File: src/rtl/mask_expander_pkg.sv
// Shared definitions for the mask expander and the prefix-sum compaction logic:
// lane count, FSM encodings, non-zero count width and the prefix-sum adder.
package mask_expander_pkg;

  localparam int MASK_LANES = 32;
  localparam int NNZ_W      = 6;

  typedef enum logic [1:0] {
    IDLE = 2'd0,
    FILL = 2'd1,
    EMIT = 2'd2
  } state_t;

  // Running prefix sum over the mask; the top output is the total popcount.
  function automatic logic [NNZ_W-1:0] prefix_sum_top(input logic [MASK_LANES-1:0] v);
    logic [NNZ_W-1:0] acc;
    acc = '0;
    for (int i = 0; i < MASK_LANES; i++) begin
      acc = acc + {{(NNZ_W-1){1'b0}}, v[i]};
    end
    return acc;
  endfunction

endpackage

File: src/rtl/lsb_finder32.sv
// Combinational search for the lowest set bit of a 32-bit vector.
module lsb_finder32 (
  input  logic [31:0] vec,
  output logic [4:0]  idx,
  output logic        found
);

  // Scan downwards so the lowest set bit is the last one to win.
  always_comb begin
    idx = '0;
    for (int i = 31; i >= 0; i--) begin
      if (vec[i]) idx = 5'(i);
    end
  end

  assign found = |vec;

endmodule

File: src/rtl/mask_expander.sv
// Expands a stream of compacted elements into a full lane vector under a mask,
// filling lanes in ascending order, one element per cycle.
module mask_expander
  import mask_expander_pkg::*;
#(
  parameter int DATA_W = 32,
  parameter int LANES  = 32
) (
  input  logic                    clk,
  input  logic                    reset,
  input  logic                    mask_valid,
  input  logic [LANES-1:0]        mask,
  output logic                    mask_ready,
  input  logic                    in_valid,
  input  logic [DATA_W-1:0]       in_data,
  output logic                    in_ready,
  output logic                    out_valid,
  output logic [LANES*DATA_W-1:0] out_vec,
  output logic [NNZ_W-1:0]        out_nnz,
  input  logic                    out_ready
);

  state_t            state_reg;
  logic [LANES-1:0]  rem_mask_reg;
  logic [LANES-1:0]  rem_mask_next;
  logic [DATA_W-1:0] lane_reg [LANES];
  logic [NNZ_W-1:0]  nnz_reg;
  logic              mask_ready_reg;
  logic              in_ready_reg;
  logic              out_valid_reg;
  logic [4:0]        lsb_idx;
  logic              lsb_found;

  lsb_finder32 u_lsb_finder (
    .vec   (rem_mask_reg),
    .idx   (lsb_idx),
    .found (lsb_found)
  );

  always_comb begin
    rem_mask_next = rem_mask_reg;
    rem_mask_next[lsb_idx] = 1'b0;
  end

  // Ready/valid flags are registered alongside the state, so they never
  // depend combinationally on in_valid or out_ready.
  always_ff @(posedge clk) begin
    if (reset) begin
      state_reg      <= IDLE;
      rem_mask_reg   <= '0;
      nnz_reg        <= '0;
      mask_ready_reg <= 1'b1;
      in_ready_reg   <= 1'b0;
      out_valid_reg  <= 1'b0;
      for (int i = 0; i < LANES; i++) lane_reg[i] <= '0;
    end else begin
      case (state_reg)
        IDLE: begin
          if (mask_valid) begin
            rem_mask_reg   <= mask;
            nnz_reg        <= prefix_sum_top(mask);
            mask_ready_reg <= 1'b0;
            for (int i = 0; i < LANES; i++) lane_reg[i] <= '0;
            if (mask != '0) begin
              state_reg    <= FILL;
              in_ready_reg <= 1'b1;
            end else begin
              state_reg     <= EMIT;
              out_valid_reg <= 1'b1;
            end
          end
        end
        FILL: begin
          if (in_valid && lsb_found) begin
            lane_reg[lsb_idx] <= in_data;
            rem_mask_reg      <= rem_mask_next;
            if (rem_mask_next == '0) begin
              state_reg     <= EMIT;
              in_ready_reg  <= 1'b0;
              out_valid_reg <= 1'b1;
            end
          end
        end
        EMIT: begin
          if (out_ready) begin
            state_reg      <= IDLE;
            out_valid_reg  <= 1'b0;
            mask_ready_reg <= 1'b1;
          end
        end
        default: begin
          state_reg      <= IDLE;
          mask_ready_reg <= 1'b1;
          in_ready_reg   <= 1'b0;
          out_valid_reg  <= 1'b0;
        end
      endcase
    end
  end

  genvar gi;
  generate
    for (gi = 0; gi < LANES; gi++) begin : g_lane
      assign out_vec[gi*DATA_W +: DATA_W] = lane_reg[gi];
    end
  endgenerate

  assign mask_ready = mask_ready_reg;
  assign in_ready   = in_ready_reg;
  assign out_valid  = out_valid_reg;
  assign out_nnz    = nnz_reg;

endmodule

File: config.mk
export PLATFORM = sky130hd
export DESIGN_NAME = mask_expander
export DESIGN_NICKNAME = d
export VERILOG_FILES = /design/src/rtl/mask_expander_pkg.sv /design/src/rtl/lsb_finder32.sv /design/src/rtl/mask_expander.sv
export SDC_FILE = /design/constraint.sdc
export NUM_CORES = 1
export LEC_CHECK = 0
export ABC_CLOCK_PERIOD_IN_PS = 5600
export BUFFER_PORTS_ARGS = -buffer_cell sky130_fd_sc_hd__buf_2
export CAP_MARGIN = 20
export CORE_AREA = 2 2 426 428
export CTS_CLUSTER_SIZE = 12
export DETAILED_ROUTE_END_ITERATION = 10
export DIE_AREA = 0 0 428 430
export PLACE_DENSITY = 0.52
export RECOVER_POWER = 50
export SLEW_MARGIN = 5
export SYNTH_ARGS = -nofsm -noshare
export SYNTH_HDL_FRONTEND = slang
export SYNTH_SLANG_ARGS = --single-unit
File: constraint.sdc
create_clock -name clk -period 5.6 [get_ports clk]
set_clock_uncertainty 0.2 [all_clocks]
set_input_delay 0.56 -clock clk [delete_from_list [all_inputs] [get_ports clk]]
set_output_delay 0.56 -clock clk [all_outputs]
set_load 0.005 [all_outputs]
==> results.sh, run 1 <==
export IMPL_result_of_the_run="finished, violations left"
export IMPL_failed_checks="max-capacitance violations, max-slew violations"
export IMPL_first_pass_grt_wire_length_mm=232
export IMPL_timing_final_hold_violations=0
export IMPL_detail_route_antenna_nets=0
export IMPL_hold_path_class="primary input to flop"
export IMPL_yosys_cell_types_count=64
export IMPL_mostFrequentLayoutCell="sky130_fd_sc_hd__edfxtp_1"
export IMPL_slew_violations=57
export IMPL_synth_yosys_warnings=0
export IMPL_syn_area_sq_um=41900
export IMPL_place_gp_congestion=0.831
export IMPL_floorplan_die_height_um=430
export IMPL_antenna_found_initial=28
export IMPL_initial_util_pct=23.3
export IMPL_rsz0062_at_grt="no"
export IMPL_vias_in_the_first_global_route=27065
export IMPL_grt_overflow_total=0
export IMPL_design_die_area_sq_um=184000
export IMPL_synth_area_per_cell_sq_um=14.9
export IMPL_fin_crit_sh_pct=92.9
export IMPL_cts_root_buffer="sky130_fd_sc_hd__clkbuf_16"
export IMPL_maxCapViolations=2
export IMPL_timing_slew_headroom_pct=-50.4
export IMPL_critical_path_class="primary input to flop"
export IMPL_fp_row_count=156
export IMPL_post_drt_wl_per_cell_um=27.2
export IMPL_worstPathRequired_ps=6090
export IMPL_1st_pass_router_iterations=5
export IMPL_floorplan_io_pins=1102
export IMPL_synth_edff_count=1024
export IMPL_p_leak_nw=20.2
export IMPL_grt_max_degree=49
export IMPL_worst_setup_path_end_kind="flop"
export IMPL_nets_in_the_synthesized_netlist=2923
export IMPL_largest_reg_flops=1024
export IMPL_leading_cell_types_in_the_layout_fill_and_taps_excluded="sky130_fd_sc_hd__edfxtp_1, sky130_fd_sc_hd__and2_1, sky130_fd_sc_hd__clkbuf_1"
export IMPL_synth_ff_latch_count=1067
export IMPL_tightest_slew_ps=2250
export IMPL_synthToLayoutAreaGrowth_pct=27.6
export IMPL_dpl_cell_count=6167
export IMPL_synthesis_instances=2822
export IMPL_critPathLaunchType="primary input"
export IMPL_postSynth_asyncResetShare_pct=0
export IMPL_port_buffers=1101
export IMPL_switchingPower_mw=5.28
export IMPL_detail_route_vias_per_cell=4.35
export IMPL_timing_fmax_mhz=192
export IMPL_power_internal_mw=14.0
export IMPL_first_iter_violations=3162
export IMPL_fin_total_pwr_mw=19.3
export IMPL_power_per_cell_area_nw_per_um2=361
export IMPL_tritoncts_clock_tree="built"
export IMPL_layout_nets=4051
export IMPL_cts_clk_slew_worst_paths_ps=60
export IMPL_cts_htree_levels=3
export IMPL_setup_viol_count_final=0
export IMPL_critPathArrivalTime_ps=5690
export IMPL_die_x_um=428
export IMPL_routed_via_count=27961
export IMPL_power_sequential_fraction_pct=49.6
export IMPL_grt_use_total_pct=18.3
export IMPL_place_detailed_hpwl_mm=112
export IMPL_setup_tns_ps=0
export IMPL_vdd_drop_max_v=0.000233
export IMPL_cts_path_max_buffers=3
export IMPL_drt_drc_violations_left=0
export IMPL_placeableCoreArea_sq_um=180000
export IMPL_period_needed_ps=5200
export IMPL_tritoncts_num_buffers=116
export IMPL_layout_cells_non_filler=6423
export IMPL_post_cts_resized=0
export IMPL_share_comb_of_total_power_pct=13.3
export IMPL_fin_hold_ws_ps=206
export IMPL_clk_lat_worst_skew_ps=760
export IMPL_drt_total_wl_mm=175
export IMPL_timing_critical_path_fanout_max=3
export IMPL_layout_drive_gt1_share_pct=14.9
export IMPL_power_switching_fraction_pct=27.3
export IMPL_ys_dominant_reg_cell="sky130_fd_sc_hd__edfxtp_1"
export IMPL_cts_sinks=1067
export IMPL_power_frac_clock_pct=37.2
export IMPL_cts_setup_buffers=0
export IMPL_synth_yosys_seq_area_share_pct=75.4
export IMPL_filler_cell_count=18401
-- power by group through the flow --
| stage | clock (mW) | combinational [mW] | sequential (mW) |
|---|---|---|---|
| 5_1_grt | 7.62 | 2.77 | 9.62 |
| 4_1_cts | 7.33 | 2.76 | 9.55 |
| 3_3_place_gp | 0 | 2.74 | 9.70 |
| 3_5_place_dp | 0 | 2.73 | 9.71 |
| 6_report | 7.18 | 2.56 | 9.57 |
| 2_1_floorplan | 0 | 1.09 | 9.81 |
-- synth_stat cells (5+ instances only) --
cell type / n / area share [%]
sky130_fd_sc_hd__and2_1: 1026 / 15
sky130_fd_sc_hd__edfxtp_1: 1024 / 73
sky130_fd_sc_hd__clkbuf_1: 232 / 2.1
sky130_fd_sc_hd__nor2_1: 86 / 0.77
sky130_fd_sc_hd__o21ai_0: 76 / 0.91
sky130_fd_sc_hd__a21oi_1: 58 / 0.69
sky130_fd_sc_hd__nand2_1: 51 / 0.46
sky130_fd_sc_hd__inv_1: 46 / 0.41
sky130_fd_sc_hd__dfxtp_1: 43 / 2.1
sky130_fd_sc_hd__fa_1: 24 / 1.1
sky130_fd_sc_hd__nor4_1: 14 / 0.21
sky130_fd_sc_hd__nor3_1: 13 / 0.16
sky130_fd_sc_hd__a22oi_1: 10 / 0.18
sky130_fd_sc_hd__nand3_1: 10 / 0.12
sky130_fd_sc_hd__ha_1: 8 / 0.24
sky130_fd_sc_hd__o211ai_1: 8 / 0.14
sky130_fd_sc_hd__nand2b_1: 5 / 0.075
sky130_fd_sc_hd__nor2b_1: 5 / 0.075
sky130_fd_sc_hd__o21a_1: 5 / 0.090
sky130_fd_sc_hd__o41ai_1: 5 / 0.10
-- worst max-delay path, stage by stage --
cell and delay (ps):
sky130_fd_sc_hd__dlygate4sd3_1 550, sky130_fd_sc_hd__buf_2 150, sky130_fd_sc_hd__fa_1 530, sky130_fd_sc_hd__inv_1 50, sky130_fd_sc_hd__fa_1 500, sky130_fd_sc_hd__inv_1 50
sky130_fd_sc_hd__fa_1 480, sky130_fd_sc_hd__inv_1 50, sky130_fd_sc_hd__fa_1 470, sky130_fd_sc_hd__fa_1 530, sky130_fd_sc_hd__fa_1 410, sky130_fd_sc_hd__inv_1 70
sky130_fd_sc_hd__ha_1 160, sky130_fd_sc_hd__inv_1 60, sky130_fd_sc_hd__fa_1 410, sky130_fd_sc_hd__inv_1 70, sky130_fd_sc_hd__a21o_1 100, sky130_fd_sc_hd__a21oi_1 70
sky130_fd_sc_hd__xnor2_1 140, sky130_fd_sc_hd__nand2_1 70, sky130_fd_sc_hd__a21oi_1 220
-- worst paths after layout --
path,from,end,slack (ps),depth (start not counted)
setup / recovery,mask[17],out_nnz[4]$_SDFFE_PP0P_,400,21
hold / removal,reset,rem_mask_reg[3]$_SDFFE_PP0P_,210,3
setup reg to reg,state_reg[1]$_SDFFE_PP0P_,lane_reg[6][13]$_SDFFCE_PN0P_,630,6
hold reg to reg,out_nnz[4]$_SDFFE_PP0P_,out_nnz[4]$_SDFFE_PP0P_,270,2
-- through the flow --
| stage | utilization [%] | area (sq um) | setup WS [ps] |
|---|---|---|---|
| after floorplan | - | 41900 | 345 |
| after global placement | 28.3 | 50900 | 211 |
| after detailed placement | 28.3 | 50900 | 234 |
| after CTS | 30.4 | 54700 | 537 |
| after global routing | 29.7 | 53500 | 192 |
| final | 29.8 | 53500 | 397 |
-- what timing repair did --
item | CTS | global route
hold endpoints to repair | 35 | 0
setup endpoints to repair | 0 | 0
hold buffers | 35 | 0
-- cell families (layout without fill, tap and decap cells) --
logic type | after synthesis | count (layout) | share of synthesized area (%)
AOI/OAI and AO/OA | 200 | 200 | 2.91
muxes | 2 | 2 | 0.0507
xor gates and xnor gates | 3 | 3 | 0.0627
adders and majority gates | 32 | 32 | 1.38
DFF | 1067 | 1067 | 75.4
buffers and inverters | 282 | 1503 | 2.56
other | 0 | 10 | 0
and+or+nand+nor | 1236 | 1236 | 17.7
-- routing by layer --
layer  track usage [%]  part of all wire, %  vias up
li1                  -                    -    12054
met1              21.8                   38    14196
met2              32.4                   51     1450
met3              4.19                  8.0      261
met4              5.92                  3.2        0
met5                 0                    0        -
-- cell type report --
type | instances | area, sq um | area share (%)
flip-flops and latches | 1067 | 31600 | 59.1
multi-input cells | 1473 | 9610 | 18.0
repair buffers | 1246 | 5640 | 10.5
clock buffers | 153 | 3040 | 5.69
well taps | 2370 | 2970 | 5.54
clock inverters | 58 | 425 | 0.795
inverters | 46 | 173 | 0.323
diodes | 10 | 25.0 | 0.0468
Note: power is estimated with default switching activity, not from simulation.
==> run 2: changes to the inputs <==
Settings changed: ABC_CLOCK_PERIOD_IN_PS 5600 to unset, RECOVER_POWER 50 to unset.
==> results.sh, run 2 (same netlist as run 1, synthesis figures left out) <==
export IMPL_1st_pass_router_iterations=5
export IMPL_timing_final_hold_violations=0
export IMPL_period_needed_ps=5150
export IMPL_worst_setup_path_end_kind="flop"
export IMPL_hold_path_class="primary input to flop"
export IMPL_slew_violations=0
export IMPL_detail_route_antenna_nets=0
export IMPL_design_die_area_sq_um=184000
export IMPL_vdd_drop_max_v=0.000238
export IMPL_r2r_start="rem_mask_reg[11]$_SDFFE_PP0P_"
export IMPL_drt_drc_violations_left=0
export IMPL_place_detailed_hpwl_mm=112
export IMPL_first_iter_violations=3025
export IMPL_placeableCoreArea_sq_um=180000
export IMPL_grt_overflow_total=0
export IMPL_first_pass_grt_wire_length_mm=232
export IMPL_setup_viol_count_final=0
export IMPL_layout_drive_gt1_share_pct=35.7
export IMPL_critPathLaunchType="primary input"
export IMPL_vias_in_the_first_global_route=27065
export IMPL_antenna_found_initial=27
export IMPL_cts_sinks=1067
export IMPL_cts_htree_levels=3
export IMPL_r2r_end="lane_reg[13][18]$_SDFFCE_PN0P_"
export IMPL_cts_path_max_buffers=3
export IMPL_post_drt_wl_per_cell_um=27.1
export IMPL_timing_fmax_mhz=194
export IMPL_die_x_um=428
export IMPL_grt_max_degree=49
export IMPL_floorplan_io_pins=1102
export IMPL_place_gp_congestion=0.831
export IMPL_crit_path_start="mask[17]"
export IMPL_timing_critical_path_fanout_max=3
export IMPL_port_buffers=1101
export IMPL_largest_reg_flops=1024
export IMPL_fin_crit_sh_pct=92.0
export IMPL_tritoncts_clock_tree="built"
export IMPL_timing_slew_headroom_pct=21.7
export IMPL_rsz0062_at_grt="no"
export IMPL_floorplan_die_height_um=430
export IMPL_reg2reg_setup_slack_ps=1350
export IMPL_power_per_cell_area_nw_per_um2=355
export IMPL_layout_nets=4051
export IMPL_grt_use_total_pct=18.3
export IMPL_cts_clk_slew_worst_paths_ps=60
export IMPL_clk_lat_worst_skew_ps=760
export IMPL_fin_hold_ws_ps=202
export IMPL_cts_root_buffer="sky130_fd_sc_hd__clkbuf_16"
export IMPL_hold_path_startpoint="reset"
export IMPL_routed_via_count=27960
export IMPL_result_of_the_run="finished, final reports clean"
export IMPL_detail_route_vias_per_cell=4.35
export IMPL_critical_path_class="primary input to flop"
export IMPL_p_leak_nw=23.3
export IMPL_critPathArrivalTime_ps=5640
export IMPL_synthToLayoutAreaGrowth_pct=30.6
export IMPL_whs_path_depth=3
export IMPL_worstPathRequired_ps=6090
export IMPL_fp_row_count=156
export IMPL_setup_tns_ps=0
export IMPL_worstHoldEndpoint="rem_mask_reg[3]$_SDFFE_PP0P_"
export IMPL_tightest_slew_ps=1180
export IMPL_initial_util_pct=23.3
export IMPL_cts_setup_buffers=0
export IMPL_leading_cell_types_in_the_layout_fill_and_taps_excluded="sky130_fd_sc_hd__buf_2, sky130_fd_sc_hd__and2_1, sky130_fd_sc_hd__edfxtp_1"
export IMPL_maxCapViolations=0
export IMPL_mostFrequentLayoutCell="sky130_fd_sc_hd__buf_2"
export IMPL_drt_total_wl_mm=174
export IMPL_timing_reg2reg_worst_path_depth=9
export IMPL_tritoncts_num_buffers=116
[run 2: changes by cell type in the layout (fill, tap and decap cells not counted), sizes merged]
cell	delta
buf	+829
clkbuf	-829
diode	+9
[run 2: per-layer routing]
metal | global-route usage (%) | up-vias | part of all wire, %
li1 | - | 12074 | -
met2 | 32.4 | 1449 | 51
met4 | 5.92 | 0 | 2.8
met5 | 0 | - | 0
met1 | 21.8 | 14206 | 38
met3 | 4.19 | 231 | 8.1
[run 2: power breakdown]
group	total [mW]	switching, mW	leakage, nW	internal [mW]
combinational	2.70	1.78	10.1	0.920
clock	7.18	3.31	1.66	3.87
sequential	9.55	0.194	11.5	9.36
total	19.4	5.29	23.3	14.1
[run 2: how the worst max path moves through the flow]
stage | slack, ps | end | cells past startpoint
floorplan | 350 | lane_reg[17][0]$_SDFFCE_PN0P_ | 9
global placement | 210 | out_nnz[4]$_SDFFE_PP0P_ | 20
detailed placement | 230 | out_nnz[4]$_SDFFE_PP0P_ | 18
CTS | 540 | out_nnz[4]$_SDFFE_PP0P_ | 19
global route | 270 | out_nnz[4]$_SDFFE_PP0P_ | 21
finish | 450 | out_nnz[4]$_SDFFE_PP0P_ | 21
[run 2: repair_timing]
action,in CTS,in global routing
hold buffers,35,0
gates resized for setup,0,0
endpoints found under the hold margin,35,0
[run 2: cell type report]
| class | count | area (sq um) |
|---|---|---|
| antenna | 19 | 47.5 |
| multi-input combinational | 1473 | 9770 |
| clock inverter | 58 | 425 |
| inverter | 46 | 173 |
| tap | 2370 | 2970 |
| sequential | 1067 | 31600 |
| timing repair buffer | 1246 | 6710 |
| clock buffer | 153 | 3040 |
| fill | 18105 | 125000 |
[run 2: critical path: stages]
cell and delay (ps):
sky130_fd_sc_hd__dlygate4sd3_1 550, sky130_fd_sc_hd__buf_2 150, sky130_fd_sc_hd__fa_1 530, sky130_fd_sc_hd__inv_1 50, sky130_fd_sc_hd__fa_1 500, sky130_fd_sc_hd__inv_1 50
sky130_fd_sc_hd__fa_1 480, sky130_fd_sc_hd__inv_1 50, sky130_fd_sc_hd__fa_1 470, sky130_fd_sc_hd__fa_1 530, sky130_fd_sc_hd__fa_1 410, sky130_fd_sc_hd__inv_1 70
sky130_fd_sc_hd__ha_1 160, sky130_fd_sc_hd__inv_1 60, sky130_fd_sc_hd__fa_1 410, sky130_fd_sc_hd__inv_1 70, sky130_fd_sc_hd__a21o_1 100, sky130_fd_sc_hd__a21oi_1 70
sky130_fd_sc_hd__xnor2_1 140, sky130_fd_sc_hd__nand2_1 70, sky130_fd_sc_hd__a21oi_1 170
[run 2: stage by stage]
stage	instance area [sq um]	std cells	setup WS [ps]	total power, mW	util, %
floorplan	41900	2822	345	10.9	-
global placement	50900	6167	211	12.4	28.3
detailed placement	50900	6167	234	12.4	28.3
CTS	54700	6413	537	19.6	30.4
global route	54700	6415	272	20.1	30.4
finish	54700	6432	449	19.4	30.5
==> run 3: changes to the inputs <==
Settings changed: RECOVER_POWER set to 25.
==> results.sh, run 3 (same netlist as run 1, synthesis figures left out) <==
export IMPL_cts_path_max_buffers=3
export IMPL_place_gp_congestion=0.831
export IMPL_multi_input_comb_area_sq_um=9770
export IMPL_setup_tns_ps=0
export IMPL_leading_cell_types_in_the_layout_fill_and_taps_excluded="sky130_fd_sc_hd__and2_1, sky130_fd_sc_hd__edfxtp_1, sky130_fd_sc_hd__clkbuf_1"
export IMPL_reg2reg_setup_slack_ps=1070
export IMPL_power_per_cell_area_nw_per_um2=358
export IMPL_antenna_found_initial=27
export IMPL_fin_total_pwr_mw=19.4
export IMPL_r2r_start="state_reg[1]$_SDFFE_PP0P_"
export IMPL_cts_htree_levels=3
export IMPL_timing_final_hold_violations=0
export IMPL_largest_reg_flops=1024
export IMPL_hold_path_class="primary input to flop"
export IMPL_cts_root_buffer="sky130_fd_sc_hd__clkbuf_16"
export IMPL_cts_hold_buffers=35
export IMPL_crit_path_start="mask[17]"
export IMPL_timing_slew_headroom_pct=-53.4
export IMPL_failed_checks="max-capacitance violations, max-slew violations"
export IMPL_critPathArrivalTime_ps=5690
export IMPL_critical_path_class="primary input to flop"
export IMPL_timing_reg2reg_worst_path_depth=6
export IMPL_cp_slowest_stage_delay_ps=550
export IMPL_critPathLaunchType="primary input"
export IMPL_slew_violations=43
export IMPL_drt_drc_violations_left=0
export IMPL_layout_nets=4051
export IMPL_filler_cell_count=18303
export IMPL_timing_fmax_mhz=192
export IMPL_tightest_slew_ps=2300
export IMPL_detail_route_antenna_nets=0
export IMPL_drt_total_wl_mm=175
export IMPL_cts_setup_buffers=0
export IMPL_clk_lat_worst_skew_ps=760
export IMPL_setup_viol_count_final=0
export IMPL_grt_overflow_total=0
export IMPL_timing_critical_path_fanout_max=3
export IMPL_fin_hold_ws_ps=206
export IMPL_layout_cells_non_filler=6447
export IMPL_cts_sinks=1067
export IMPL_maxCapViolations=1
export IMPL_worst_setup_path_end_kind="flop"
export IMPL_place_detailed_hpwl_mm=112
export IMPL_port_buffers=1101
export IMPL_mostFrequentLayoutCell="sky130_fd_sc_hd__and2_1"
export IMPL_dpl_cell_count=6167
export IMPL_first_pass_grt_wire_length_mm=232
export IMPL_detail_route_vias_per_cell=4.36
export IMPL_first_iter_violations=2950
export IMPL_r2r_end="lane_reg[13][18]$_SDFFCE_PN0P_"
export IMPL_crit_end="out_nnz[4]$_SDFFE_PP0P_"
export IMPL_period_needed_ps=5200
export IMPL_critical_path_top_cell_by_count="sky130_fd_sc_hd__fa_1"
export IMPL_1st_pass_router_iterations=5
export IMPL_grt_max_degree=49
export IMPL_routed_via_count=28087
export IMPL_fin_crit_sh_pct=92.9
export IMPL_result_of_the_run="finished, violations left"
export IMPL_tritoncts_clock_tree="built"
export IMPL_worstPathRequired_ps=6090
export IMPL_cp_cell_sequence="dlygate4sd3_1 > buf_2 > fa_1 > inv_1 > fa_1 > inv_1 > fa_1 > inv_1 > fa_1 > fa_1 > fa_1 > inv_1 > ha_1 > inv_1 > fa_1 > inv_1 > a21o_1 > a21oi_1 > xnor2_1 > nand2_1 > a21oi_1"
export IMPL_floorplan_io_pins=1102
export IMPL_p_leak_nw=21.1
export IMPL_cts_clk_slew_worst_paths_ps=60
export IMPL_grt_use_total_pct=18.3
export IMPL_layout_drive_gt1_share_pct=20.7
export IMPL_placeableCoreArea_sq_um=180000
export IMPL_post_cts_resized=0
export IMPL_post_drt_wl_per_cell_um=27.1
export IMPL_rsz0062_at_grt="no"
export IMPL_vias_in_the_first_global_route=27065
export IMPL_finish_utilization_pct=30.1
export IMPL_die_x_um=428
export IMPL_tritoncts_num_buffers=116
export IMPL_design_die_area_sq_um=184000
export IMPL_cpMaxStageDelayCell="sky130_fd_sc_hd__dlygate4sd3_1"
export IMPL_synthToLayoutAreaGrowth_pct=28.8
export IMPL_floorplan_die_height_um=430
export IMPL_vdd_drop_max_v=0.000238
export IMPL_fp_row_count=156
export IMPL_final_seq_area_sq_um=31600
export IMPL_initial_util_pct=23.3
==> run 3: cell count changes in the layout (fill, tap and decap cells not counted) <==
cell	previous run	this run
sky130_fd_sc_hd__buf_1	0	3
sky130_fd_sc_hd__and2_2	1	0
sky130_fd_sc_hd__diode_2	19	34
sky130_fd_sc_hd__buf_2	1101	495
sky130_fd_sc_hd__and2_0	0	1
sky130_fd_sc_hd__clkbuf_1	37	640
==> run 3: worst min-delay path by stage <==
stage | start | endpoint | slack [ps] | depth (start not counted)
floorplan | out_nnz[2]$_SDFFE_PP0P_ | out_nnz[2]$_SDFFE_PP0P_ | 250 | 2
global placement | out_nnz[4]$_SDFFE_PP0P_ | out_nnz[4]$_SDFFE_PP0P_ | 250 | 2
detailed placement | out_nnz[3]$_SDFFE_PP0P_ | out_nnz[3]$_SDFFE_PP0P_ | 260 | 2
CTS | reset | rem_mask_reg[4]$_SDFFE_PP0P_ | 120 | 3
global route | reset | rem_mask_reg[4]$_SDFFE_PP0P_ | 180 | 3
finish | reset | rem_mask_reg[3]$_SDFFE_PP0P_ | 210 | 3
==> run 3: critical path, delay by kind of cell <==
family / cells / cell delay, ps
simple gates: 1 / 70
buf+inv: 8 / 1050
compound gates: 3 / 400
fa+ha+maj: 8 / 3490
xor+xnor: 1 / 140
==> run 3: power breakdown <==
group / internal, mW / total, mW / switching [mW]
registers: 9.36 / 9.56 / 0.204
logic: 0.834 / 2.62 / 1.79
clock network: 3.87 / 7.18 / 3.31
total: 14.1 / 19.4 / 5.30
==> run 3: area by class of cell <==
type                    instances  area share [%]
diodes                         34           0.157
clock buffers                 153            5.63
inverters                      46           0.320
repair buffers               1246            11.0
clock inverters                58           0.787
multi-input cells            1473            18.1
flip-flops and latches       1067            58.5
well taps                    2370            5.49
==> run 3: metal layers <==
metal  global-route usage (%)  routed length (um)
met1                     21.8               66200
met2                     32.4               89600
met3                     4.19               14400
met4                     5.92                4730
met5                        0                   0
==> run 3: per-stage QoR <==
stage	worst slack (ps)	instance area, sq um
2_1_floorplan	345	41900
3_3_place_gp	211	50900
3_5_place_dp	234	50900
4_1_cts	537	54700
5_1_grt	214	53900
6_report	397	54000
